[src/rtl/vector_alu_sequencer.sv]
// Issues 128-bit vector ALU operations one 32-bit lane per cycle on a shared combinational lane ALU.
// Optional macro VALU_SCALAR_FAST_EN: scalar requests complete right after lane 0.
module vector_alu_sequencer #(
  parameter int LANES  = 4,
  parameter int LANE_W = 32
) (
  input  logic                    clk,
  input  logic                    rst_n,
  input  logic                    in_valid,
  output logic                    in_ready,
  input  logic [LANES*LANE_W-1:0] in_a,
  input  logic [LANES*LANE_W-1:0] in_b,
  input  logic [2:0]              in_alu_control,
  input  logic                    in_vectorial,
  output logic                    lane_en,
  output logic [LANE_W-1:0]       lane_a,
  output logic [LANE_W-1:0]       lane_b,
  output logic [2:0]              lane_control,
  input  logic [LANE_W-1:0]       lane_result,
  output logic                    out_valid,
  input  logic                    out_ready,
  output logic [LANES*LANE_W-1:0] out_result,
  output logic                    out_zero,
  output logic                    busy
);

  localparam int IDX_W = (LANES > 1) ? $clog2(LANES) : 1;
  localparam logic [IDX_W-1:0] LAST_IDX = IDX_W'(LANES - 1);
`ifdef VALU_SCALAR_FAST_EN
  localparam logic SCALAR_FAST = 1'b1;
`else
  localparam logic SCALAR_FAST = 1'b0;
`endif

  typedef enum logic [1:0] {
    IDLE = 2'd0,
    EXEC = 2'd1,
    DONE = 2'd2
  } state_t;

  state_t                         state_q;
  logic [LANES-1:0][LANE_W-1:0]   a_q;
  logic [LANES-1:0][LANE_W-1:0]   b_q;
  logic [LANES-1:0][LANE_W-1:0]   res_q;
  logic [2:0]                     op_q;
  logic                           vec_q;
  logic [IDX_W-1:0]               lane_idx_q;
  logic [IDX_W-1:0]               lane_idx_d;
  logic                           lane_last;
  logic                           in_ready_q;
  logic                           busy_q;
  logic                           out_valid_q;
  logic                           lane_en_q;
  logic [LANE_W-1:0]              lane_a_q;
  logic [LANE_W-1:0]              lane_b_q;
  logic [2:0]                     lane_control_q;

  assign lane_idx_d = lane_idx_q + IDX_W'(1);
  assign lane_last  = (lane_idx_q == LAST_IDX) || (SCALAR_FAST && !vec_q);

  // Lane operands are registered one cycle ahead so they line up with lane_idx_q.
  always_ff @(posedge clk or negedge rst_n) begin
    if (!rst_n) begin
      state_q        <= IDLE;
      a_q            <= '0;
      b_q            <= '0;
      res_q          <= '0;
      op_q           <= 3'b000;
      vec_q          <= 1'b0;
      lane_idx_q     <= '0;
      in_ready_q     <= 1'b1;
      busy_q         <= 1'b0;
      out_valid_q    <= 1'b0;
      lane_en_q      <= 1'b0;
      lane_a_q       <= '0;
      lane_b_q       <= '0;
      lane_control_q <= 3'b000;
    end else begin
      case (state_q)
        IDLE: begin
          if (in_valid && in_ready_q) begin
            a_q            <= in_a;
            b_q            <= in_b;
            op_q           <= in_alu_control;
            vec_q          <= in_vectorial;
            res_q          <= '0;
            lane_idx_q     <= '0;
            state_q        <= EXEC;
            in_ready_q     <= 1'b0;
            busy_q         <= 1'b1;
            lane_en_q      <= 1'b1;
            lane_a_q       <= in_a[LANE_W-1:0];
            lane_b_q       <= in_b[LANE_W-1:0];
            lane_control_q <= in_alu_control;
          end
        end
        EXEC: begin
          // Scalar requests only keep lane 0; upper slots stay zero whatever the ALU returns.
          res_q[lane_idx_q] <= (vec_q || (lane_idx_q == '0)) ? lane_result : '0;
          if (lane_last) begin
            lane_idx_q     <= '0;
            state_q        <= DONE;
            out_valid_q    <= 1'b1;
            lane_en_q      <= 1'b0;
            lane_a_q       <= '0;
            lane_b_q       <= '0;
            lane_control_q <= 3'b000;
          end else begin
            lane_idx_q <= lane_idx_d;
            lane_a_q   <= vec_q ? a_q[lane_idx_d] : '0;
            lane_b_q   <= vec_q ? b_q[lane_idx_d] : '0;
          end
        end
        DONE: begin
          if (out_ready) begin
            state_q     <= IDLE;
            out_valid_q <= 1'b0;
            in_ready_q  <= 1'b1;
            busy_q      <= 1'b0;
          end
        end
        default: begin
          state_q     <= IDLE;
          in_ready_q  <= 1'b1;
          busy_q      <= 1'b0;
          out_valid_q <= 1'b0;
          lane_en_q   <= 1'b0;
        end
      endcase
    end
  end

  assign in_ready     = in_ready_q;
  assign busy         = busy_q;
  assign out_valid    = out_valid_q;
  assign lane_en      = lane_en_q;
  assign lane_a       = lane_a_q;
  assign lane_b       = lane_b_q;
  assign lane_control = lane_control_q;
  // Partial results are never visible: the result bus reads zero until DONE.
  assign out_result   = out_valid_q ? res_q : '0;
  assign out_zero     = (out_result == '0);

endmodule

[config.mk]
export PLATFORM = sky130hd
export DESIGN_NAME = vector_alu_sequencer
export DESIGN_NICKNAME = d
export VERILOG_FILES = /design/src/rtl/vector_alu_sequencer.sv
export SDC_FILE = /design/constraint.sdc
export NUM_CORES = 1
export LEC_CHECK = 0
export BUFFER_PORTS_ARGS = -buffer_cell sky130_fd_sc_hd__clkbuf_2
export CORE_ASPECT_RATIO = 0.5
export CORE_MARGIN = 2
export CORE_UTILIZATION = 40
export DETAILED_ROUTE_END_ITERATION = 10
export PLACE_DENSITY_LB_ADDON = 0.3
export SLEW_MARGIN = 20
export SYNTH_ARGS = -nofsm -noshare
export SYNTH_HDL_FRONTEND = slang
export SYNTH_SLANG_ARGS = --single-unit
[constraint.sdc]
create_clock -name clk -period 3.08 [get_ports clk]
set_input_delay 0.462 -clock clk [delete_from_list [all_inputs] [get_ports clk]]
set_output_delay 0.462 -clock clk [all_outputs]
set_load 0.03 [all_outputs]
## Yosys cells after proc, flatten, opt, wreduce, memory -nomap -nowiden

Cells that the tools add are included.

- Bits in registers: 460
- Logic and storage cells: 88

- Add/sub/neg operators: 1
- $lt $le $gt $ge: 3
- Eq/ne operators: 6
- Muxes and demuxes: 39
- Bitwise logic cells: 3
- Reductions and logical operators: 14

Operators with widths:

| operator | count |
|---|---|
| 32-bit two-way mux | 10 |
| 128-bit two-way mux | 2 |
| 128-bit one-hot mux with 2 select lines | 1 |
| 32-bit binary-select mux with 2-bit select | 2 |
| 128-bit bitwise mux | 1 |
| 128-bit zero test | 1 |
| 32-bit one-hot mux with 2 select lines | 2 |
| 32-bit demux with 2-bit select | 1 |
| 3-bit AND reduction | 5 |
| 1-bit one-hot mux with 3 select lines | 4 |
| 2-bit two-way mux | 5 |
| 2-bit by 3-bit < comparator with 1-bit output, second input constant | 2 |
| 1-bit two-way mux | 6 |
| 3-bit two-way mux | 2 |
| 2-bit != test, second input constant | 3 |
| 2-bit one-hot mux with 3 select lines | 1 |
| 3-bit one-hot mux with 2 select lines | 1 |
| 2-bit equality test, second input constant | 2 |
| 2-bit zero test | 2 |
| 2-bit one-hot mux with 2 select lines | 1 |
| 2-bit AND reduction | 2 |
| 1-bit NOT | 3 |
| 2-bit by 1-bit adder with 2-bit output, second input constant | 1 |
| 2-bit by 1-bit equality test with 1-bit output, second input constant | 1 |
| other kinds (4) | 5 |

## Depth between registers and ports, before layout

Gate-level depths: netlist of run 1.

- Depth after elaboration: 6
- Mapped depth: 9
- Mapped depth without buffers: 5

## Worst setup path before layout of run 1

No wires, ideal clock.

- Path type: register to register
- Start: register lane_idx_q[0]
- End: register lane_a_q[14], in the netlist lane_a[14]
- Arrival: 2.207 ns
- Path slack: 0.752 ns
- Stages on the path, launching flop included: 10
- Clock period less this slack: 2.328 ns
- Path through: dfrtp_1 > buf_4 > buf_4 > inv_1 > ha_1 > buf_4 > clkbuf_1 > mux4_2 > a22oi_1 > nand2_1

- Longest elaborated chain between the ends: 6
- Elaborated cells on any way between the ends: 7

RTL lines:

| element | line | RTL |
|---|---|---|
| start: declaration | 47 | `logic [IDX_W-1:0] lane_idx_q;` |
| start signal: assignment | 109 | `lane_idx_q <= lane_idx_d;` |
| 2-bit by 1-bit adder with 2-bit output | 58 | `assign lane_idx_d = lane_idx_q + IDX_W'(1);` |
| 32-bit binary-select mux with 2-bit select | 110 | `lane_a_q <= vec_q ? a_q[lane_idx_d] : '0;` |
| 32-bit two-way mux (not written as such) | 110 |  |
| 32-bit two-way mux | 110 |  |
| 32-bit two-way mux * | 100 | `if (lane_last) begin` |
| 32-bit one-hot mux with 2 select lines * | 79 | `case (state_q)` |
| end signal: assignment | 92 | `lane_a_q <= in_a[LANE_W-1:0];` |
| end signal: assignment | 110 |  |
| end: declaration | 54 | `logic [LANE_W-1:0] lane_a_q;` |

Mark *: on every way between the ends. The rest lies on a longest branch, timed or not. The select of a mux whose other input is x is not followed.
A chain may end at the register's enable or synchronous reset.

## Worst setup path after layout of run 1

- Start: register res_q[52] (netlist name)
- End: output out_zero

- Longest elaborated chain between the ends: 2

RTL lines:

| element | line | RTL |
|---|---|---|
| start: declaration | 44 | `logic [LANES-1:0][LANE_W-1:0] res_q;` |
| start signal: indexed assignment | 99 | `res_q[lane_idx_q] <= (vec_q \|\| (lane_idx_q == '0)) ? lane_result : '0;` |
| 128-bit two-way mux | 141 | `assign out_result = out_valid_q ? res_q : '0;` |
| 128-bit zero test | 142 | `assign out_zero = (out_result == '0);` |
| end: declaration | 23 | `output logic out_zero,` |

No other way between the ends.

==> impl_metrics.json, run 1 <==
{
  "initial_utilization_pct": 40.7,
  "crit_buf_inv": 1,
  "grt_pass1_wl_microns": 95200,
  "tns_ns": 0,
  "syn_to_final_growth_pct": 21.5,
  "cts_setup_buffers": 0,
  "dp_hpwl_microns": 43000,
  "ys_seq_area_share_pct": 56.1,
  "viasPerCell": 5.06,
  "outcome": "finished, final reports clean",
  "portBuffers": 495,
  "drt_iter0_drc": 1271,
  "finClkSkew_ns": 0.0237,
  "hp-class": "in -> reg",
  "r2r_slack_ns": 0.70,
  "power_per_cell_area_mw_per_mm2": 1060,
  "synthesis.area_sq_mm": 0.0205,
  "cts.sinks": 460,
  "cts_htree_levels": 2,
  "tightest_slew_ns": 1.06,
  "synth_top_area_share_pct": 55.9,
  "synth_edf_count": 0,
  "ys_async_sr_fraction_pct": 100,
  "cp_cell_sequence": "nor4_1 > nand4_1 > nor4_2 > nand2_1 > a21oi_1 > clkbuf_2",
  "cts_buffers": 43,
  "routed_wl_microns": 62200,
  "ys_top_cells_by_count": "nand2_1, dfrtp_1, nand3_1",
  "drc": 0,
  "grt_use_met1_pct": 29.0,
  "startpoint_type": "flop",
  "ios": 496,
  "fp.dieH_microns": 164,
  "dieWidth_microns": 324,
  "vias": 16900,
  "antenna_left": 0,
  "rr_startpoint": "state_q[0]",
  "rsz0062_at_grt": "no",
  "wire_per_inst_microns": 18.6,
  "placement_rows": 58,
  "yosysTopAreaCell": "dfrtp_1",
  "crit_cells": 6,
  "ys_top_cells_by_area": "dfrtp_1, nand2_1, mux4_2",
  "yosysMostFrequentCell": "nand2_1",
  "rr_endpoint": "res_q[62]",
  "worst_ep_required_time_ns": 2.62,
  "cp-endpoint": "out_zero",
  "setup_viol": 0,
  "hold_viol_final": 0,
  "dieArea_sq_mm": 0.0533,
  "root_buffer": "clkbuf_16",
  "endpoint_kind": "primary output",
  "cp_data_arrival_time_ns": 2.42,
  "max-slew-margin-rel_pct": 28.8,
  "fin_ws_ns": 0.198,
  "ff2ff_path_depth": 5,
  "overflow": 0,
  "finalMaxSlewViolations": 0,
  "cp_slowest_cell": "nor4_1",
  "grt.total_usage_pct": 22.9,
  "grt_antenna_before_repair": 8,
  "irDropWorstVdd_uv": 543,
  "yosysWarningCount": 0,
  "cellLeakagePower_nw": 13.1,
  "ys_types": 32,
  "max-cap-violations": 0,
  "cts_tree": "built",
  "critical_path_class": "reg -> out",
  "critPathLaunch": "res_q[52]",
  "syn_inst": 2196,
  "cts_buffer_depth": 3,
  "drive_gt1_share_pct": 25.6,
  "dpl_worst_slack_ns": 0.657,
  "grt_max_degree": 129,
  "dr.pass1.iters": 5,
  "syn_nets": 2496,
  "syn_area_per_cell_sq_um": 9.35,
  "grt_pass1_vias": 16700,
  "busiest_layer": "met2",
  "fin_crit_ns": 2.88,
  "core_sq_mm": 0.0504,
  "cp_slowest_stage_delay_ns": 0.53,
  "synth_seq_cells": 460,
  "met3_usage_pct": 3.43,
  "path_clk_slew_ns": 0.07,
  "met2_usage_pct": 40.1,
  "synth_flop_cell": "dfrtp_1",
  "layout.nets": 2918,
  "crit_family": "simple AND/OR/NAND/NOR gates",
  "path_max_fanout": 3,
  "fmax_mhz": 347,
  "power.total_mw": 26.5,
  "place.gp.congestion": 0.904,
  "clkLatencyLatePin_ns": 0.55,
  "fin_crit_sh_pct": 93.6
}
-- repair_timing --
item | in CTS | in global routing
setup endpoints to repair | 0 | 1
endpoints found under the hold margin | 72 | 0
hold buffers | 1 | 0
resized for setup | 0 | 7
-- power breakdown --
group	total [mW]	internal [mW]	switching [mW]
sequential	10.2	8.60	1.60
clock	5.37	3.03	2.34
combinational	10.9	4.18	6.75
total	26.5	15.8	10.7
-- worst min-delay path, stage by stage --
cell and delay [ns]:
clkbuf_2 0.08, nand2_1 0.04, nand2_1 0.04
-- final cells by class --
type / count / area (sq um)
clock buffer: 58 / 1180
fill: 4871 / 25500
sequential: 460 / 11500
antenna: 9 / 22.5
inverter: 4 / 15.0
multi-input combinational: 1578 / 8220
tap: 690 / 863
timing repair buffer: 531 / 2940
clock inverter: 15 / 188
-- worst min-delay path by stage --
stage                          from        to  slack, ns  cells past startpoint
after CTS                 in_b[109]  b_q[109]       0.07                      3
after global placement      b_q[24]   b_q[24]       0.45                      2
after floorplan               rst_n    a_q[0]       0.17                      0
final                      in_a[60]   a_q[60]        0.1                      3
after global routing       in_b[74]   b_q[74]       0.08                      3
after detailed placement   b_q[119]  b_q[119]       0.46                      2
-- routing by layer --
layer | part of all wire, % | up-vias | wire (microns)
met1 | 41 | 8344 | 25300
li1 | - | 8039 | -
met5 | 0 | - | 0
met3 | 4.2 | 123 | 2640
met4 | 3.5 | 0 | 2180
met2 | 52 | 433 | 32000
-- per-stage QoR --
stage | instance area, sq um | hold slack, ns | std cells | util, %
after global placement | 23500 | 0.453 | 3262 | 46.6
after CTS | 24900 | 0.0702 | 3336 | 49.3
after global routing | 24900 | 0.0820 | 3344 | 49.4
after detailed placement | 23500 | 0.457 | 3262 | 46.6
final | 24900 | 0.0965 | 3345 | 49.5
after floorplan | 20500 | 0.166 | 2196 | -
-- placed cells by master, fill, tap and decap left out, drive strengths merged --
cell type,instances
or3,1
a22oi,26
nor3,1
clkinv,7
nand4,8
mux4,64
nor4,33
inv,6
nor3b,1
and3b,1
dlygate4sd3,1
ha,4
o22a,1
dfrtp,459
o2bb2ai,1
nand2,949
nor2b,1
clkbuf,552
and2,129
clkinvlp,2
and2b,1
bufinv,4
nand2b,1
dfstp,1
o31ai,1
diode,9
nand3,131
o21ai,138
a21oi,42
nor2,43
or2,1
buf,36
-- cells by family after synthesis --
logic type / Yosys count / share of synthesized area (%)
simple gates: 1301 / 26.9
flops: 460 / 56.1
compound gates: 209 / 5.46
buf+inv: 158 / 4.27
mux: 64 / 7.02
fa+ha+maj: 4 / 0.244
-- sequential cells by signal (all words and copies together) (netlist names) --
| name | count |
|---|---|
| lane_en | 1 |
| lane_control | 3 |
| b_q | 128 |
| lane_idx_q | 2 |
| lane_b | 32 |
| a_q | 128 |
| busy | 1 |
| state_q | 2 |
| in_ready | 1 |
| out_valid | 1 |
| res_q | 128 |
| vec_q | 1 |
| lane_a | 32 |
Note: power is estimated with default switching activity, not from simulation.
==> run 2: changes to the inputs <==
--- a/config.mk
+++ b/config.mk
@@ -5,6 +5,7 @@
 export SDC_FILE = /design/constraint.sdc
 export NUM_CORES = 1
 export LEC_CHECK = 0
+export ABC_AREA = 1
 export BUFFER_PORTS_ARGS = -buffer_cell sky130_fd_sc_hd__clkbuf_2
 export CORE_ASPECT_RATIO = 0.5
 export CORE_MARGIN = 2
==> run 2 against run 1 <==
Effect of this change:
- clock power up 5.0%
- die area up 2.2%
- design area up 2.3%
- combinational power up 23%
- non-clock buffer count down 3
- first-iteration DRC count up 32%
- global-route usage up 0.99 points
- via count up 14%
- critical endpoint unchanged
==> impl_metrics.json, run 2 <==
{
  "ys_top_cells_by_area": "dfrtp_1, nand2_1, o21ai_0",
  "drc": 0,
  "cts.sinks": 460,
  "outcome": "finished, final reports clean",
  "post_cts_resized": 0,
  "portBuffers": 495,
  "power_per_cell_area_mw_per_mm2": 1150,
  "yosysMostFrequentCell": "nand2_1",
  "ys_types": 24,
  "syn_inst": 2682,
  "dr.pass1.iters": 6,
  "max-slew-margin-rel_pct": 26.6,
  "dp_hpwl_microns": 43500,
  "tightest_slew_ns": 1.10,
  "power.total_mw": 29.4,
  "final_cell_mix": "nand2_1, clkbuf_2, dfrtp_1",
  "cp_data_arrival_time_ns": 2.45,
  "grt_pass1_wl_microns": 104000,
  "cts_htree_levels": 2,
  "root_buffer": "clkbuf_16",
  "wire_per_inst_microns": 17.2,
  "finClkSkew_ns": 0.0324,
  "grt_pass1_vias": 18800,
  "ys_top_cells_by_count": "nand2_1, dfrtp_1, o21ai_0",
  "syn_area_per_cell_sq_um": 7.83,
  "synth_edf_count": 0,
  "fin_crit_sh_pct": 94.7,
  "synth_top_area_share_pct": 54.7,
  "power_switching_mw": 13.3,
  "worst_ep_required_time_ns": 2.62,
  "synthMuxAreaShare_pct": 0,
  "cts_buffers": 44,
  "cts_buffer_depth": 3,
  "p_int_mw": 16.2,
  "initial_utilization_pct": 40.5,
  "ys_async_sr_fraction_pct": 100,
  "rsz0062_at_grt": "no",
  "synth_flop_cell": "dfrtp_1",
  "clkLatencyLatePin_ns": 0.57,
  "critical_path_class": "reg -> out",
  "finalNonFillerCells": 3816,
  "antenna_left": 0,
  "seqPwrFrac_pct": 35.4,
  "routed_wl_microns": 65700,
  "layout.nets": 3373,
  "cellLeakagePower_nw": 14.3,
  "synthAdderAreaFrac_pct": 0.238,
  "irDropWorstVdd_uv": 714,
  "vias": 19300,
  "synth_compound_area_share_pct": 11.5,
  "grt.total_usage_pct": 23.9,
  "register_area_sq_mm": 0.0115,
  "setup_viol": 0,
  "place.gp.congestion": 0.874,
  "swShare_pct": 45.1,
  "final_core_util_pct": 49.2,
  "ys_seq_area_share_pct": 54.8,
  "dieArea_sq_mm": 0.0545,
  "drive_gt1_share_pct": 19.9,
  "fp.dieH_microns": 166,
  "cts_tree": "built",
  "placement_rows": 59,
  "endpoint_kind": "primary output",
  "viasPerCell": 5.07,
  "overflow": 0,
  "place_inst": 3724,
  "dieWidth_microns": 328,
  "core_sq_mm": 0.0519,
  "synth_top_family_by_area": "simple AND/OR/NAND/NOR gates",
  "nFillCells": 5116,
  "path_max_fanout": 50,
  "yosysWarningCount": 0,
  "power_frac_clock_pct": 19.2,
  "path_clk_slew_ns": 0.06,
  "synthesis.area_sq_mm": 0.0210,
  "fin_crit_ns": 2.92,
  "ios": 496,
  "multiInputGateArea_sq_mm": 0.00802,
  "synth_seq_cells": 460,
  "grt_antenna_before_repair": 9,
  "tns_ns": 0,
  "r2r_slack_ns": 0.53,
  "synth-xor-area-share_pct": 0,
  "fmax_mhz": 343,
  "startpoint_type": "flop",
  "max-cap-violations": 0,
  "synth-simple-area-share_pct": 26.4,
  "grt_max_degree": 177,
  "final_common_cell": "nand2_1",
  "hp-class": "in -> reg",
  "top_regs": "a_q: 128 flops, b_q: 128 flops, res_q: 128 flops",
  "yosysTopAreaCell": "dfrtp_1",
  "syn_to_final_growth_pct": 21.5,
  "drt_iter0_drc": 1684,
  "hold_viol_final": 0,
  "finalMaxSlewViolations": 0,
  "combPwrFrac_pct": 45.4,
  "syn_nets": 2982
}
==> run 2: worst paths after layout <==
path | startpoint | end | depth (start not counted)
max | out_valid | out_zero | 9
max reg2reg | state_q[1] | lane_b[5] | 5
min in group asynchronous | rst_n | b_q[89] | 2
min | in_alu_control[1] | lane_control[1] | 3
max in group asynchronous | rst_n | out_valid | 3
min reg2reg | a_q[9] | a_q[9] | 2
==> run 2: routing by layer <==
metal	wire, microns	part of all wire (%)	GRT usage (%)	vias up
li1	-	-	-	9315
met1	27000	41	30.7	9329
met2	33200	51	41.0	552
met3	3010	4.6	3.09	139
met4	2490	3.8	9.49	0
met5	0	0	0	-
==> run 2: cells by family (layout without fill, tap and decap cells) <==
| family | count (synthesis) | after routing |
|---|---|---|
| AND/OR/NAND/NOR | 1383 | 1383 |
| AO/OA/AOI/OAI | 474 | 474 |
| flip-flops | 460 | 460 |
| buffers and inverters | 361 | 785 |
| adder cells (fa/ha/maj) | 4 | 4 |
| other | 0 | 9 |
==> run 2: worst max-delay path, stage by stage, from the launching register on <==
cell	delay, ns
dfrtp_4	0.58
buf_12	0.22
nand2_1	0.09
nand4_1	0.14
nor2_1	0.22
nand2_1	0.07
nor2_1	0.10
nand2_1	0.06
nor2_1	0.17
clkbuf_2	0.24
==> run 2: through the flow <==
stage	setup slack (ns)	area (sq um)	hold WS, ns
CTS	0.0829	25500	0.0578
floorplan	0.853	21000	0.166
detailed placement	0.493	24000	0.453
global placement	0.585	24000	0.449
finish	0.164	25500	0.0832
global route	0.0463	25500	0.0749
==> run 2: repair_timing <==
item	in CTS	in global routing
endpoints found under the hold margin	66	0
setup endpoints to repair	1	1
cloned	0	0
buffers inserted	1	1
pin swaps	0	0
hold buffers	1	0
==> run 2: cell type report <==
| class | instances | share of cell area (%) |
|---|---|---|
| Timing Repair Buffer | 528 | 11.5 |
| Inverter | 178 | 2.66 |
| Tap cell | 701 | 3.44 |
| Antenna cell | 9 | 0.0883 |
| Clock buffer | 59 | 4.90 |
| Clock inverter | 20 | 0.858 |
| Sequential cell | 460 | 45.2 |
| Multi-Input combinational cell | 1861 | 31.4 |
==> run 2: power by group through the flow <==
stage          registers [mW]  clock network, mW  logic [mW]
2_1_floorplan            10.8                  0        8.76
3_3_place_gp             10.5                  0        13.0
3_5_place_dp             10.5                  0        13.3
4_1_cts                  10.4               5.76        13.4
5_1_grt                  10.7               6.01        15.0
6_report                 10.4               5.64        13.4
==> run 3: changes to the inputs <==
--- a/config.mk
+++ b/config.mk
@@ -11,7 +11,7 @@
 export CORE_MARGIN = 2
 export CORE_UTILIZATION = 40
 export DETAILED_ROUTE_END_ITERATION = 10
-export PLACE_DENSITY_LB_ADDON = 0.3
+export PLACE_DENSITY = 0.69
 export SLEW_MARGIN = 20
 export SYNTH_ARGS = -nofsm -noshare
 export SYNTH_HDL_FRONTEND = slang
==> constraint.sdc (replaced) <==
create_clock -name clk -period 3.08 [get_ports clk]
set_input_delay 0.616 -clock clk [delete_from_list [all_inputs] [get_ports clk]]
set_output_delay 0.616 -clock clk [all_outputs]
set_load 0.03 [all_outputs]
==> run 3 against run 2 <==
Effect of this change:
- the run now ends with negative hold slack left
- highest routed layer unchanged
- non-clock buffer count is 14 higher
- utilization is 0.34 points higher
- design area increased by 0.70%
==> impl_metrics.json, run 3 (synthesis results as in run 2) <==
{
  "viasPerCell": 5.14,
  "worst_ep_required_time_ns": 2.46,
  "drive_gt1_share_pct": 20.5,
  "cts_buffers": 44,
  "antenna_left": 0,
  "dpl_worst_slack_ns": 0.485,
  "tns_ns": 0,
  "fp.dieH_microns": 166,
  "fmax_mhz": 337,
  "dr.pass1.iters": 8,
  "design_area_sq_mm": 0.0257,
  "dieArea_sq_mm": 0.0545,
  "fin_crit_sh_pct": 96.4,
  "endpoint_kind": "primary output",
  "max-cap-violations": 0,
  "cp_data_arrival_time_ns": 2.35,
  "fin_ws_ns": 0.110,
  "root_buffer": "clkbuf_16",
  "startpoint_type": "flop",
  "dp_hpwl_microns": 45400,
  "cts_buffer_depth": 3,
  "dieWidth_microns": 328,
  "final_cell_mix": "nand2_1, clkbuf_2, dfrtp_1",
  "syn_to_final_growth_pct": 22.3,
  "cts.sinks": 460,
  "drc": 0,
  "core_sq_mm": 0.0519,
  "finClkSkew_ns": 0.0383,
  "routed_wl_microns": 67900,
  "fin_crit_ns": 2.97,
  "violations": "negative hold slack",
  "setup_viol": 0,
  "cellLeakagePower_nw": 14.3,
  "drt_iter0_drc": 1708,
  "wire_per_inst_microns": 17.7,
  "top_regs": "a_q: 128 flops, b_q: 128 flops, res_q: 128 flops",
  "grt_pass1_wl_microns": 106000,
  "initial_utilization_pct": 40.5,
  "place_area_sq_mm": 0.0241,
  "grt_max_degree": 165,
  "grt_pass1_vias": 19200,
  "cts_htree_levels": 2,
  "critical_path_class": "reg -> out",
  "grt_antenna_before_repair": 16,
  "path_max_fanout": 17,
  "holdWs_ns": -0.00250,
  "outcome": "complete, but fails checks",
  "final_common_cell": "nand2_1",
  "layout.nets": 3387,
  "hp-class": "in -> async",
  "vias": 19700,
  "grt.total_usage_pct": 24.4,
  "max-slew-margin-rel_pct": 26.4,
  "path_clk_slew_ns": 0.06,
  "overflow": 0,
  "clkLatencyLatePin_ns": 0.58,
  "ios": 496,
  "power_per_cell_area_mw_per_mm2": 1160,
  "portBuffers": 495,
  "cts_tree": "built",
  "finalMaxSlewViolations": 0,
  "irDropWorstVdd_uv": 824,
  "hold_viol_final": 1,
  "place.gp.congestion": 0.934,
  "tightest_slew_ns": 1.10,
  "placement_rows": 59
}
-- run 3: cell types whose count changed in the layout (fill, tap and decap cells not counted), moves of 2 or more --
cell / previous run / this run
bufinv_16: 4 / 1
buf_4: 16 / 28
clkinv_2: 15 / 5
clkinv_4: 1 / 3
diode_2: 9 / 16
clkbuf_8: 5 / 12
clkbuf_1: 8 / 6
clkinvlp_4: 0 / 5
buf_12: 15 / 17
nor2_1: 151 / 145
nor2_2: 0 / 6
-- run 3: where the power goes --
| group | total [mW] | leakage [nW] | switching [mW] | internal [mW] |
|---|---|---|---|---|
| logic | 13.7 | 7.76 | 9.43 | 4.24 |
| clock network | 5.56 | 0.710 | 2.45 | 3.11 |
| registers | 10.5 | 5.85 | 1.61 | 8.86 |
| total | 29.7 | 14.3 | 13.5 | 16.2 |
-- run 3: area by class of cell --
cell class,instances,area [sq um]
fill,5089,26200
tap,701,877
inverter,178,677
sequential,460,11500
multi-input combinational,1861,8030
clock buffer,64,1340
clock inverter,14,130
timing repair buffer,542,3080
antenna,16,40.0
-- run 3: worst paths after layout --
path	start	endpoint	slack, ns	depth (start not counted)
worst min-delay path	rst_n	b_q[88]	-0.002	1
max in group asynchronous	rst_n	res_q[41]	2.08	3
min in group clk	in_alu_control[0]	lane_control[0]	0.24	3
worst max-delay path	out_valid	out_zero	0.11	10
worst max register to register	lane_idx_q[0]	lane_b[24]	0.72	7
worst min register to register	a_q[10]	a_q[10]	0.46	2
-- run 3: metal layers --
metal | track usage [%] | up-vias | routed length [microns]
li1 | - | 9343 | -
met5 | 0 | - | 0
met1 | 30.2 | 9514 | 26900
met2 | 41.4 | 674 | 33800
met3 | 3.40 | 190 | 3550
met4 | 13.3 | 0 | 3680
-- run 3: what timing repair did --
action | 4_1_cts | 5_1_grt
setup endpoints to repair | 1 | 1
hold buffers | 0 | 0
gates resized for setup | 0 | 9
cloned | 0 | 1
buffers inserted | 2 | 3
pin swaps | 0 | 2
-- run 3: critical path, cell delays in order, from the launching register on --
cell and delay (ns):
dfrtp_4 0.49, buf_12 0.15, buf_4 0.19, nand2_1 0.09
nand4_1 0.15, nor2_2 0.16, nand2_1 0.08, nor2_1 0.09
nand2_1 0.07, nor2_2 0.13, buf_4 0.17
-- run 3: per-stage QoR --
stage                     power, mW  std cells  utilization [%]
final                          29.7       3836             49.5
after global routing           31.9       3836             49.5
after CTS                      29.6       3816             49.3
after detailed placement       23.9       3736             46.4
after global placement         23.6       3736             46.4
after floorplan                19.6       2682                -
